`config.mk`:
```
export PLATFORM = sky130hd
export DESIGN_NAME = duc
export DESIGN_NICKNAME = d
export VERILOG_FILES = /design/src/rtl/duc_pkg.sv /design/src/rtl/cic_interp.sv /design/src/rtl/duc.sv
export SDC_FILE = /design/constraint.sdc
export NUM_CORES = 1
export LEC_CHECK = 0
export CAP_MARGIN = 20
export CELL_PAD_IN_SITES_DETAIL_PLACEMENT = 1
export CELL_PAD_IN_SITES_GLOBAL_PLACEMENT = 1
export CORE_MARGIN = 10
export CORE_UTILIZATION = 45
export DETAILED_ROUTE_END_ITERATION = 10
export PLACE_DENSITY = 0.81
export REMOVE_ABC_BUFFERS = 1
export SYNTH_ARGS = -nofsm -noshare
export SYNTH_HDL_FRONTEND = slang
export SYNTH_SLANG_ARGS = --single-unit
```
`constraint.sdc`:
```
create_clock -name clk -period 7.3 [get_ports clk]
set_input_delay 1.46 -clock clk [delete_from_list [all_inputs] [get_ports clk]]
set_output_delay 1.46 -clock clk [all_outputs]
set_load 0.02 [all_outputs]
```
`src/rtl/duc_pkg.sv`:
```
// Shared definitions for the digital up-converter.
// Holds CIC constants, the mixer phase encoding and a saturate helper
// used by the CIC scale stage and the mixer negation.
package duc_pkg;

    localparam int unsigned CIC_R      = 16;
    localparam int unsigned CIC_N      = 3;
    localparam int unsigned CIC_LOG2R  = 4;
    localparam int unsigned CIC_SHIFT  = 8;
    localparam int unsigned CIC_GROWTH = 12;

    // fs/4 mixer phase: which rail (and sign) drives the IF output
    typedef enum logic [1:0] {
        MIX_I  = 2'd0,
        MIX_NQ = 2'd1,
        MIX_NI = 2'd2,
        MIX_Q  = 2'd3
    } mix_phase_e;

    // Clamp a signed value to the range of a w-bit two's-complement number
    function automatic logic signed [63:0] saturate(input logic signed [63:0] v,
                                                    input int unsigned        w);
        logic signed [63:0] hi;
        logic signed [63:0] lo;
        hi = (64'sd1 <<< (w - 1)) - 64'sd1;
        lo = -(64'sd1 <<< (w - 1));
        if (v > hi) begin
            return hi;
        end
        if (v < lo) begin
            return lo;
        end
        return v;
    endfunction

endpackage

```
`src/rtl/cic_interp.sv`:
```
// Three-stage interpolating CIC (R=16, M=1) for one baseband rail.
// Ports:
//   clk, rst   - clock, synchronous active-high reset
//   in_strobe  - one-cycle pulse: din holds a new low-rate sample
//   phase0     - one-cycle pulse: upsample slot, comb output enters integrator 1
//   din        - signed low-rate sample
//   dout       - signed high-rate output, scaled by 1/256 and saturated
module cic_interp
    import duc_pkg::*;
#(
    parameter int unsigned width = 12
) (
    input  logic                    clk,
    input  logic                    rst,
    input  logic                    in_strobe,
    input  logic                    phase0,
    input  logic signed [width-1:0] din,
    output logic signed [width-1:0] dout
);

    localparam int unsigned IW = width + CIC_GROWTH;

    logic signed [IW-1:0] comb_c     [CIC_N+1];
    logic signed [IW-1:0] comb_dly_q [CIC_N];
    logic signed [IW-1:0] comb_dly_d [CIC_N];
    logic signed [IW-1:0] comb_out_q;
    logic signed [IW-1:0] comb_out_d;
    logic signed [IW-1:0] integ_q    [CIC_N];
    logic signed [IW-1:0] integ_d    [CIC_N];
    logic signed [width-1:0] dout_q;
    logic signed [width-1:0] dout_d;

    // Comb chain, integrators and scale; all arithmetic wraps modulo 2^IW
    always_comb begin
        comb_c[0] = IW'(din);
        for (int s = 0; s < int'(CIC_N); s++) begin
            comb_c[s+1] = comb_c[s] - comb_dly_q[s];
        end

        comb_out_d = comb_out_q;
        for (int s = 0; s < int'(CIC_N); s++) begin
            comb_dly_d[s] = comb_dly_q[s];
        end
        if (in_strobe) begin
            comb_out_d = comb_c[CIC_N];
            for (int s = 0; s < int'(CIC_N); s++) begin
                comb_dly_d[s] = comb_c[s];
            end
        end

        // Zero-stuffing upsampler: comb output enters only in its slot
        integ_d[0] = integ_q[0] + (phase0 ? comb_out_q : '0);
        for (int s = 1; s < int'(CIC_N); s++) begin
            integ_d[s] = integ_q[s] + integ_q[s-1];
        end

        dout_d = width'(saturate(64'(integ_q[CIC_N-1] >>> CIC_SHIFT), width));
    end

    always_ff @(posedge clk) begin
        if (rst) begin
            for (int s = 0; s < int'(CIC_N); s++) begin
                comb_dly_q[s] <= '0;
                integ_q[s]    <= '0;
            end
            comb_out_q <= '0;
            dout_q     <= '0;
        end else begin
            for (int s = 0; s < int'(CIC_N); s++) begin
                comb_dly_q[s] <= comb_dly_d[s];
                integ_q[s]    <= integ_d[s];
            end
            comb_out_q <= comb_out_d;
            dout_q     <= dout_d;
        end
    end

    assign dout = dout_q;

endmodule

```
`src/rtl/duc.sv`:
```
// Digital up-converter: baseband I/Q at fs/16 in, real fs/4 IF out.
// Ports:
//   clk, rst               - clock, synchronous active-high reset
//   BaseBand_I/BaseBand_Q  - signed baseband samples, taken in the accept slot
//   bb_valid               - source has a sample; only looked at in the accept slot
//   bb_ready               - accept slot, one cycle in every 16
//   IF_Signal              - signed real IF sample, one per clock
//   underrun               - sticky: an accept slot found bb_valid low
module duc
    import duc_pkg::*;
#(
    parameter int unsigned width = 12
) (
    input  logic                    clk,
    input  logic                    rst,
    input  logic signed [width-1:0] BaseBand_I,
    input  logic signed [width-1:0] BaseBand_Q,
    input  logic                    bb_valid,
    output logic                    bb_ready,
    output logic signed [width-1:0] IF_Signal,
    output logic                    underrun
);

    localparam int unsigned PW = CIC_LOG2R;

    logic [PW-1:0]           phase_q, phase_d;
    logic                    ready_q, ready_d;
    logic                    strobe_q, strobe_d;
    logic                    slot_q, slot_d;
    logic                    underrun_q, underrun_d;
    logic signed [width-1:0] in_i_q, in_i_d;
    logic signed [width-1:0] in_q_q, in_q_d;
    logic [1:0]              mix_q, mix_d;
    logic signed [width-1:0] if_q, if_d;
    logic signed [width-1:0] env_i;
    logic signed [width-1:0] env_q;
    logic                    accept;

    // The registered ready flag marks the accept cycle
    assign accept = ready_q;

    // Phase counter, handshake capture, underrun flag and fs/4 mixer
    always_comb begin
        phase_d = phase_q + PW'(1);
        // Registered one cycle ahead so bb_ready is high while phase is 15
        ready_d = (phase_q == PW'(CIC_R - 2));

        // Missing sample is replaced by zero on both rails
        in_i_d = in_i_q;
        in_q_d = in_q_q;
        if (accept) begin
            in_i_d = bb_valid ? BaseBand_I : '0;
            in_q_d = bb_valid ? BaseBand_Q : '0;
        end
        underrun_d = underrun_q | (accept & ~bb_valid);

        // strobe loads the comb the cycle after capture; slot feeds the
        // integrators the cycle after that
        strobe_d = accept;
        slot_d   = strobe_q;

        // Mixer uses the incoming phase so IF_Signal lines up with mix_q
        mix_d = mix_q + 2'd1;
        if_d  = '0;
        unique case (mix_phase_e'(mix_d))
            MIX_I:  if_d = env_i;
            MIX_NQ: if_d = width'(saturate(-(64'(env_q)), width));
            MIX_NI: if_d = width'(saturate(-(64'(env_i)), width));
            MIX_Q:  if_d = env_q;
        endcase
    end

    always_ff @(posedge clk) begin
        if (rst) begin
            phase_q    <= '0;
            ready_q    <= 1'b0;
            strobe_q   <= 1'b0;
            slot_q     <= 1'b0;
            underrun_q <= 1'b0;
            in_i_q     <= '0;
            in_q_q     <= '0;
            mix_q      <= '0;
            if_q       <= '0;
        end else begin
            phase_q    <= phase_d;
            ready_q    <= ready_d;
            strobe_q   <= strobe_d;
            slot_q     <= slot_d;
            underrun_q <= underrun_d;
            in_i_q     <= in_i_d;
            in_q_q     <= in_q_d;
            mix_q      <= mix_d;
            if_q       <= if_d;
        end
    end

    cic_interp #(.width(width)) u_cic_i (
        .clk       (clk),
        .rst       (rst),
        .in_strobe (strobe_q),
        .phase0    (slot_q),
        .din       (in_i_q),
        .dout      (env_i)
    );

    cic_interp #(.width(width)) u_cic_q (
        .clk       (clk),
        .rst       (rst),
        .in_strobe (strobe_q),
        .phase0    (slot_q),
        .din       (in_q_q),
        .dout      (env_q)
    );

    assign bb_ready  = ready_q;
    assign IF_Signal = if_q;
    assign underrun  = underrun_q;

endmodule

```
==> run summary <==
outcome = finished clean
width of the die = 257 µm
Final Skew = 0.00941 ns
# resized after CTS = 0
sequential area share after synthesis = 0.302
Worst R2R Setup Slack = 0.95 ns
max-cap violation count = 0
area growth from synthesis to layout = 10.0%
Die Span Y = 257 µm
most frequent cell after synthesis = nor2_1
Num CTS Buffers = 45
Fin. Hold Viols = 0
syn avg cell area = 8.31 µm²
Detailed Place HPWL = 45.9 mm
crit path time final = 6.35 ns
Static Leak = 12.0 nW
vias in the first global route = 22.2k
Power, Total = 5.55 mW
Root Driver = clkbuf_16
CTS tree = built
ys flop type = dfxtp_1
largest cells by area after synthesis = dfxtp_1 30%, ha_1 14%, nor2_1 6.1%
drt pass-1 iters = 7
Clk pwr share = 0.411
max incr delay on CP = 0.46 ns
WL/cell = 15.9 µm
FMAX = 0.158 GHz
worst min-delay path category = reg2reg
DRT Wirelength = 61.0 mm
initial core utilization = 0.458
first-pass GRT wire length = 106 mm
post-route ant nets = 0
Worst-Skew Late Latency = 0.57 ns
switching share of total power = 0.281
Synth cell types = 101
GPL Wtd Cong = 0.890
clock buffer depth = 3
Rel. slew slack = 0.342
DR vias = 20.9k
Internal = 3.99 mW
Vias/cell = 5.46
Psw = 1.56 mW
yosys warns = 0
cell type with the highest aggregate area in the netlist = dfxtp_1
period utilization = 0.869
P per Cell Area = 199 nW/µm²
total gr overflow = 0
initial DRC count = 673
unrepaired setup endpoints after global routing = false
worst flop-to-flop path endpoint = u_cic_i.comb_out_q[23]
Worst Setup SP = in_i_q[0]
clock slew at reported path FFs = 0.06 ns
Total Routing Usage GR = 0.182
initial antenna violation count = 0
CTS Hold Bufs = 0
CTS H-tree depth = 2
Worst VDD drop = 245 µV
r2r worst-path depth = 29
Crit Path Max Fanout = 7
Die ar. = 66,300 µm²
area share of the largest cell type after synthesis = 0.302
Critical R2R Launch = in_i_q[0]
setup tns final = 0 ns
largest net degree at the start of global routing = 145
FFs w/ async S/R, synth = 0
post-CTS setup buffer count = 0
cell row count = 86
cell count after synthesis = 3,053
ant diodes = 0
EDFF count, synth = 0
share of layout cells above drive strength 1 = 0.0396
clk sinks = 382
slowest CP cell = a21oi_1
# nets final = 3,379
fin cells = 3,831
crit path DAT = 6.82 ns
I/O Buffers = 40
Residual DRC = 0
synth cell count leaders = 411 x nor2_1, 382 x dfxtp_1, 290 x ha_1
Seq cells post-synth = 382
crit end category = flip-flop
critical path's most frequent cell = o21ai_1
Post-Syn Area = 25,400 µm²
Placed Cells incl. Taps = 3,751
final setup fails = 0
max-slew violations = 0
worst setup path end = u_cic_i.comb_out_q[23]
Setup CP Type = reg2reg
io pins = 41
Core Footprint = 55,400 µm²
CP startpoint kind = flip-flop
Worst-Margin Slew = 0.987 ns
Gate power share = 0.192
Critical Path RT = 7.77 ns
sequential power share = 0.397
stage by stage:
step | hold slack [ns] | setup slack (ns) | util | instance area (µm²)
after floorplan | 0.429 | 0.192 | - | 25000
after global placement | 0.440 | 1.30 | 0.476 | 26400
after detailed placement | 0.456 | 0.981 | 0.476 | 26400
after CTS | 0.470 | 0.983 | 0.504 | 27900
after global routing | 0.491 | 0.260 | 0.504 | 27900
final | 0.466 | 0.954 | 0.504 | 27900
state kept, by name (all words and copies together), names as in the netlist:
name and count:
u_cic_i.comb_out_q 24, in_i_q 12, u_cic_q.dout 12, slot_q 1
bb_ready 1, u_cic_i.integ_q 72, slot_d 1, IF_Signal 12
underrun 1, phase_q 4, u_cic_q.comb_dly_q 60, u_cic_i.dout 12
u_cic_q.comb_out_q 24, mix_q 2, in_q_q 12, u_cic_i.comb_dly_q 60
u_cic_q.integ_q 72
layout make-up:
type / count / area (µm²)
Inverter: 206 / 773
Timing Repair Buffer: 49 / 485
Multi-Input combinational cell: 2366 / 16600
Tap cell: 748 / 936
Clock buffer: 73 / 1390
Sequential cell: 382 / 7650
Clock inverter: 7 / 110
Fill cell: 6604 / 27500
critical path, delay by kind of cell (launching register included):
| kind | cells | cell delay, ns |
|---|---|---|
| xor gates and xnor gates | 2 | 0.30 |
| AOI/OAI and AO/OA | 15 | 3.19 |
| buffers and inverters | 1 | 0.06 |
| DFF | 1 | 0.33 |
| and+or+nand+nor | 7 | 0.99 |
| adders and majority gates | 4 | 1.38 |
placed cells by master, fill, tap and decap left out, types with 16 or more instances in the layout:
cell,n
xor2_1,82
clkdlybuf4s50_1,39
or3_1,16
clkbuf_16,45
a211oi_1,37
nand2_1,187
xnor2_1,128
nand4_1,30
a21o_1,88
a31oi_1,25
o21ai_0,87
o21a_1,66
mux2i_1,106
a21oi_1,218
nor3_1,57
nand3_1,26
o21bai_1,19
nor4_1,19
inv_1,204
ha_1,290
nand2b_1,32
clkbuf_8,16
and2_1,57
nor2b_1,79
o21ai_1,35
nor2_1,411
dfxtp_1,381
kinds of logic (layout without fill, tap and decap cells):
logic type | Yosys count | in the layout | synth area share
adders and majority gates | 302 | 302 | 0.153
buffers and inverters | 305 | 335 | 0.0457
DFF | 382 | 382 | 0.302
muxes | 106 | 106 | 0.0418
and+or+nand+nor | 999 | 999 | 0.190
AOI/OAI and AO/OA | 747 | 747 | 0.194
xor gates and xnor gates | 212 | 212 | 0.0741
worst min path at each step:
stage,startpoint,endpoint,slack (ns),cells past startpoint
global route,u_cic_i.comb_dly_q[0][44],u_cic_i.comb_dly_q[0][44],0.49,2
CTS,u_cic_q.comb_dly_q[0][40],u_cic_q.comb_dly_q[0][40],0.47,2
finish,u_cic_q.comb_dly_q[0][40],u_cic_q.comb_dly_q[0][40],0.47,2
global placement,phase_q[0],phase_q[0],0.44,1
detailed placement,u_cic_q.comb_out_q[10],u_cic_q.comb_out_q[10],0.46,2
floorplan,u_cic_i.comb_dly_q[0][47],u_cic_i.comb_dly_q[0][47],0.43,1
power by group through the flow:
stage	Clock, mW	Sequential, mW	Combinational (mW)
floorplan	0	2.26	0.730
global placement	0	2.25	1.02
detailed placement	0	2.25	1.07
CTS	2.36	2.20	1.08
global route	2.43	2.21	1.22
finish	2.28	2.20	1.06
per-layer routing:
metal | routed length (µm) | part of all wire | GRT usage
met4 | 1320 | 0.022 | 0.0510
met3 | 1380 | 0.023 | 0.0208
met2 | 29800 | 0.49 | 0.332
met1 | 28500 | 0.47 | 0.222
met5 | 0 | 0 | 0
Note: power is estimated with default switching activity, not from simulation.
